## config.mk

```make
export PLATFORM = sky130hd
export DESIGN_NAME = time_display_scan
export DESIGN_NICKNAME = d
export VERILOG_FILES = /design/src/rtl/disp_pkg.sv /design/src/rtl/bcd_to_seg7.sv /design/src/rtl/time_display_scan.sv
export SDC_FILE = /design/constraint.sdc
export NUM_CORES = 1
export LEC_CHECK = 0
export CAP_MARGIN = 0
export CORE_MARGIN = 4
export CORE_UTILIZATION = 33
export DETAILED_ROUTE_END_ITERATION = 10
export DONT_BUFFER_PORTS = 1
export GPL_ROUTABILITY_DRIVEN = 0
export SKIP_LAST_GASP = 1
export SLEW_MARGIN = 0
export SYNTH_ARGS = -nofsm -noshare
export SYNTH_HDL_FRONTEND = slang
export SYNTH_SLANG_ARGS = --single-unit
export TNS_END_PERCENT = 5
```

## constraint.sdc

```tcl
create_clock -name clk -period 2.23 [get_ports clk]
set_clock_uncertainty 0.05 [all_clocks]
set_input_delay 0.669 -clock clk [delete_from_list [all_inputs] [get_ports clk]]
set_output_delay 0.669 -clock clk [all_outputs]
set_load 0.1 [all_outputs]
```

## src/rtl/disp_pkg.sv

```systemverilog
// disp_pkg: segment, anode and blink-select constants shared by the display scanner
package disp_pkg;
  localparam logic [6:0] SEG_0     = 7'b1000000;
  localparam logic [6:0] SEG_1     = 7'b1111001;
  localparam logic [6:0] SEG_2     = 7'b0100100;
  localparam logic [6:0] SEG_3     = 7'b0110000;
  localparam logic [6:0] SEG_4     = 7'b0011001;
  localparam logic [6:0] SEG_5     = 7'b0010010;
  localparam logic [6:0] SEG_6     = 7'b0000010;
  localparam logic [6:0] SEG_7     = 7'b1111000;
  localparam logic [6:0] SEG_8     = 7'b0000000;
  localparam logic [6:0] SEG_9     = 7'b0010000;
  localparam logic [6:0] SEG_DASH  = 7'b0111111;
  localparam logic [6:0] SEG_BLANK = 7'b1111111;
  localparam logic [3:0] AN_M2  = 4'b1110;
  localparam logic [3:0] AN_M1  = 4'b1101;
  localparam logic [3:0] AN_H2  = 4'b1011;
  localparam logic [3:0] AN_H1  = 4'b0111;
  localparam logic [3:0] AN_OFF = 4'b1111;
  localparam logic [1:0] BL_NONE  = 2'b00;
  localparam logic [1:0] BL_HOURS = 2'b01;
  localparam logic [1:0] BL_MINS  = 2'b10;
  localparam logic [1:0] BL_BOTH  = 2'b11;
  typedef enum logic [1:0] {SL_M2, SL_M1, SL_H2, SL_H1} slot_t;
  function automatic logic [3:0] an_of(input slot_t s);
    return s == SL_M2 ? AN_M2 : s == SL_M1 ? AN_M1 : s == SL_H2 ? AN_H2 : AN_H1;
  endfunction
endpackage

```

## src/rtl/bcd_to_seg7.sv

```systemverilog
// bcd_to_seg7: BCD digit to active-low {g,f,e,d,c,b,a}, dash for values above 9
module bcd_to_seg7
  import disp_pkg::*;
(
  input  logic [3:0] digit,
  output logic [6:0] seg
);
  always_comb begin
    case (digit)
      4'd0: seg = SEG_0;
      4'd1: seg = SEG_1;
      4'd2: seg = SEG_2;
      4'd3: seg = SEG_3;
      4'd4: seg = SEG_4;
      4'd5: seg = SEG_5;
      4'd6: seg = SEG_6;
      4'd7: seg = SEG_7;
      4'd8: seg = SEG_8;
      4'd9: seg = SEG_9;
      default: seg = SEG_DASH;
    endcase
  end
endmodule

```

## src/rtl/time_display_scan.sv

```systemverilog
// time_display_scan: multiplexes HH:MM onto a 4-digit common-anode display with field blink and colon
module time_display_scan
  import disp_pkg::*;
#(
  parameter int REFRESH_DIV = 100000,
  parameter int BLINK_DIV   = 25000000
) (
  input  logic       clk,
  input  logic       rst,
  input  logic [1:0] H1,
  input  logic [3:0] H2,
  input  logic [2:0] M1,
  input  logic [3:0] M2,
  input  logic       adjust,
  input  logic [1:0] blink_sel,
  input  logic       sec_pulse,
  output logic [3:0] an,
  output logic [6:0] seg,
  output logic       dp
);
  localparam int RW = $clog2(REFRESH_DIV);
  localparam int BW = $clog2(BLINK_DIV);
  logic [RW-1:0] rcnt;
  logic [BW-1:0] bcnt;
  slot_t idx;
  logic [1:0] s_h1, sel_q;
  logic [3:0] s_h2, s_m2, digit, an_n;
  logic [2:0] s_m1;
  logic [6:0] seg_d, seg_n;
  logic valid, bph, col, tc, btc, mask, dp_n;
  assign tc  = rcnt == RW'(REFRESH_DIV - 1);
  assign btc = bcnt == BW'(BLINK_DIV - 1);
  // snapshot only at frame start so a frame never mixes two time values
  always_ff @(posedge clk or negedge rst) begin
    if (!rst) begin
      rcnt  <= '0;
      idx   <= SL_H1;
      valid <= 1'b0;
      s_h1  <= '0;
      s_h2  <= '0;
      s_m1  <= '0;
      s_m2  <= '0;
    end else begin
      rcnt <= tc ? '0 : rcnt + 1'b1;
      if (tc) idx <= slot_t'(idx + 2'd1);
      if (tc && idx == SL_H1) begin
        s_h1  <= H1;
        s_h2  <= H2;
        s_m1  <= M1;
        s_m2  <= M2;
        valid <= 1'b1;
      end
    end
  end
  // a new blink field restarts the phase visible
  always_ff @(posedge clk or negedge rst) begin
    if (!rst) begin
      bcnt  <= '0;
      bph   <= 1'b0;
      sel_q <= BL_NONE;
      col   <= 1'b1;
    end else begin
      sel_q <= blink_sel;
      bcnt  <= blink_sel != sel_q || btc ? '0 : bcnt + 1'b1;
      bph   <= blink_sel != sel_q ? 1'b0 : btc ? ~bph : bph;
      col   <= adjust ? 1'b1 : sec_pulse ? ~col : col;
    end
  end
  always_comb begin
    digit = idx == SL_M2 ? s_m2 :
            idx == SL_M1 ? (s_m1 > 3'd5 ? 4'hF : {1'b0, s_m1}) :
            idx == SL_H2 ? s_h2 :
                           (s_h1 > 2'd2 ? 4'hF : {2'b00, s_h1});
    mask  = adjust && bph && (idx[1] ? (blink_sel == BL_HOURS || blink_sel == BL_BOTH)
                                     : (blink_sel == BL_MINS  || blink_sel == BL_BOTH));
    an_n  = !valid || mask ? AN_OFF : an_of(idx);
    seg_n = valid ? seg_d : SEG_BLANK;
    dp_n  = !(valid && idx == SL_H2 && col);
  end
  bcd_to_seg7 u_dec (.digit(digit), .seg(seg_d));
  always_ff @(posedge clk or negedge rst) begin
    if (!rst) begin
      an  <= AN_OFF;
      seg <= SEG_BLANK;
      dp  <= 1'b1;
    end else begin
      an  <= an_n;
      seg <= seg_n;
      dp  <= dp_n;
    end
  end
endmodule

```

==> impl_metrics.py <==
metrics = {
    "status": {
        "status": "complete, no violations",
    },
    "critical_path": {
        "r2r_slack_ns": 0.06,
        "cp_cell_sequence": "inv_1, ha_4, nor2b_4, a211oi_2, o31a_2, inv_2, ha_1, nor2b_1, o2111ai_1",
        "rr_endpoint": "seg[3]",
        "cp_slowest_cell": "dfstp_2",
        "r2r_cells": 9,
        "cp-endpoint": "seg[3]",
        "crit_type": "flop to flop",
        "crit_arrival_ns": 2.38,
        "cp.required_ns": 2.44,
        "endpoint_kind": "flop",
        "worstSetupStartpoint": "idx[0]",
        "r2r_start": "idx[0]",
        "cp_max_fo": 7,
        "worst_setup_path_start_kind": "flop",
        "slowest_delay_ns": 0.53,
    },
    "routing": {
        "highest_layer": "met4",
        "via_per_inst": 4.750,
        "post_drt_wl_per_cell_microns": 13.85,
        "post-route-drc-count": 0,
        "drt_iter0_drc": 106,
        "wirelength_microns": 6649,
        "dr_wl_met2_microns": 3068,
        "drt-met1-wl_microns": 3254,
        "ant_nets": 0,
        "first_pass_iters": 4,
        "met3_length_microns": 222,
        "vias": 2280,
    },
    "grt": {
        "grt_pass1_vias": 2401,
        "grt_util_all_layers_pct": 11.53,
        "grt_overflow": 0,
        "antenna_found_initial": 0,
        "grt_max_degree": 60,
        "grt_pass1_wl_microns": 11700,
    },
    "synthesis": {
        "synth_nets": 352,
        "synthTopCellsByCount": "dfrtp_1 (59), nor2_1 (41), nand2_1 (28), xor2_1 (23), xnor2_1 (19)",
        "synthFlopType": "dfrtp_1",
        "ys_seq_area_share_pct": 52.55,
        "synth_top_area_cell": "dfrtp_1",
        "yosysTopAreaCellShare_pct": 41.48,
        "synth.distinct_cells": 54,
        "synth_area_per_cell_sq_um": 10.99,
        "synth_edf_count": 0,
        "yosysMostFrequentCell": "dfrtp_1",
        "synthArstFlopShare_pct": 100.0,
        "synthTopCellsByArea": "dfrtp_1 (41%), dfstp_2 (11%), xor2_1 (5.7%), xnor2_1 (4.7%), nor2_1 (4.3%)",
        "syn-instance-count": 324,
        "synth_seq_cells": 74,
        "ys_warn_count": 0,
        "syn_area_sq_mm": 0.003560,
    },
    "sta": {
        "final-max-slew-violation-count": 0,
        "fin_tns_setup_ns": 0,
        "fin_crit_sh_pct": 97.24,
        "relSlewSlack_pct": 66.33,
        "max_clock_freq_mhz": 461.2,
        "min_period_ns": 2.168,
        "finalWorstSetupSlack_ns": 0.06162,
        "tightestPinTransition_ns": 0.5062,
        "hold_viol_final": 0,
        "setup_viol": 0,
    },
    "die": {
        "io_pins": 31,
        "core_area_sq_mm": 0.01042,
        "num_rows": 37,
        "start_util_pct": 34.17,
        "die_w_microns": 111.9,
        "die_h_microns": 111.9,
        "die_area_sq_mm": 0.01251,
    },
    "clock_network": {
        "post-cts-setup-buffers": 0,
        "clock-root-buffer": "clkbuf_8",
        "h-tree-depth": 3,
        "clkTransAtPathRegs_ns": 0.07,
        "clk_path_buf_depth": 2,
        "clock_sinks": 74,
        "cts_tree": "done",
        "numCtsBuffers": 9,
        "clock_latency_ns": 0.35,
    },
    "place": {
        "dp_cells": 463,
        "io_buffers": 0,
        "dp.final_hpwl_microns": 4617,
        "place_ws_ns": -0.03194,
    },
    "layout": {
        "diodes": 0,
        "synthToLayoutAreaGrowth_pct": 15.36,
        "nFillCells": 1010,
        "drive_above_1_share_pct": 22.09,
        "layout.cells.non_filler": 480,
        "nets": 367,
    },
    "min_path": {
        "hold_path_class": "input pin to async pin",
    },
    "power": {
        "leakage_uw": 0.001715,
        "power.density_mw_per_mm2": 677.9,
        "peakVddDrop_mv": 0.2890,
    },
    "flow_run": {
        "cap_violations": 0,
    },
}
==> layer usage <==
metal | vias up | global-route usage, %
li1 | 1138 | -
met3 | 7 | 3.261
met1 | 1107 | 15.72
met2 | 28 | 17.51
met5 | - | 0
met4 | 0 | 4.217
==> sequential cells by signal, summed over array words and instances (netlist names) <==
register  count
dp            1
s_m1          3
bcnt         25
rcnt         17
valid         1
idx           2
bph           1
s_h2          4
seg           7
sel_q         2
s_m2          4
col           1
an            4
s_h1          2
==> worst min path at each step <==
stage               start       to  slack (ns)  cells past startpoint
global route          rst   seg[4]        0.08                      0
global placement      rst  s_m1[2]        0.33                      0
CTS                   rst    an[3]        0.09                      0
floorplan             rst  bcnt[0]        0.32                      0
detailed placement    rst  s_m1[0]        0.33                      0
finish                rst    an[3]        0.12                      0
==> cells in the final DEF (no fill, tap or decap), types with 2 or more instances in the layout <==
| cell type | count |
|---|---|
| dfrtp_1 | 59 |
| nor2_1 | 41 |
| nand2_1 | 28 |
| xor2_1 | 23 |
| xnor2_1 | 19 |
| nand3_1 | 16 |
| dfstp_2 | 15 |
| nand4_1 | 13 |
| buf_4 | 13 |
| mux2_2 | 11 |
| clkbuf_8 | 10 |
| o21ai_0 | 7 |
| ha_1 | 6 |
| nor2b_1 | 5 |
| inv_1 | 5 |
| nor3_1 | 5 |
| a21oi_1 | 4 |
| and2_1 | 4 |
| and3_1 | 4 |
| bufinv_16 | 4 |
| and4_1 | 3 |
| inv_2 | 2 |
| o2111ai_1 | 2 |
| or4b_1 | 2 |
| mux2i_1 | 2 |
| nand2b_1 | 2 |
| nor4_1 | 2 |
| and4_2 | 2 |
| nor4b_1 | 2 |
| or3_1 | 2 |
| ha_4 | 2 |
| buf_12 | 2 |
==> per-stage QoR <==
step	total power (uW)	utilization (%)	hold slack, ns	instance area (sq um)
2_1_floorplan	1419	-	0.3234	3560
5_1_grt	2915	39.42	0.08443	4106
3_3_place_gp	1420	36.11	0.3266	3761
3_5_place_dp	1421	36.11	0.3273	3761
6_report	2784	39.42	0.1167	4106
4_1_cts	2832	38.96	0.09037	4058
==> where the power goes <==
group          internal, uW  total [uW]  switching [uW]
registers              1350        1360            5.47
logic                  21.6        63.4            41.8
clock network           886        1360             478
total                  2260        2780             525
==> cell type report <==
cell class              count  area, sq um  share of cell area [%]
multi-input cells         231         1608                   39.15
well taps                 136        170.2                   4.144
clock buffers              11        141.4                   3.443
flip-flops and latches     74         1871                   45.55
inverters                   7        26.28                  0.6399
repair buffers             16        165.2                   4.022
clock inverters             5        125.1                   3.047
==> cell families after synthesis <==
kind of cell / synth area share, %
AND/OR/NAND/NOR: 21.23
flip-flops: 52.55
XOR/XNOR: 10.33
AO/OA/AOI/OAI: 4.956
buffers and inverters: 3.726
multiplexers: 4.042
adder cells (fa/ha/maj): 3.164
==> worst max-delay path: cells and delay by family (launching register included) <==
family | cells | cell delay [ns]
compound gates | 3 | 0.58
fa+ha+maj | 2 | 0.45
flops | 1 | 0.53
buf+inv | 2 | 0.18
simple gates | 2 | 0.29
==> what timing repair did <==
action,4_1_cts,5_1_grt
hold buffers,1,0
endpoints found under the setup margin,1,3
pin swaps,0,2
gates resized for setup,1,11
endpoints found under the hold margin,59,0
cloned,0,0
Power figures use the tool's default switching activity.
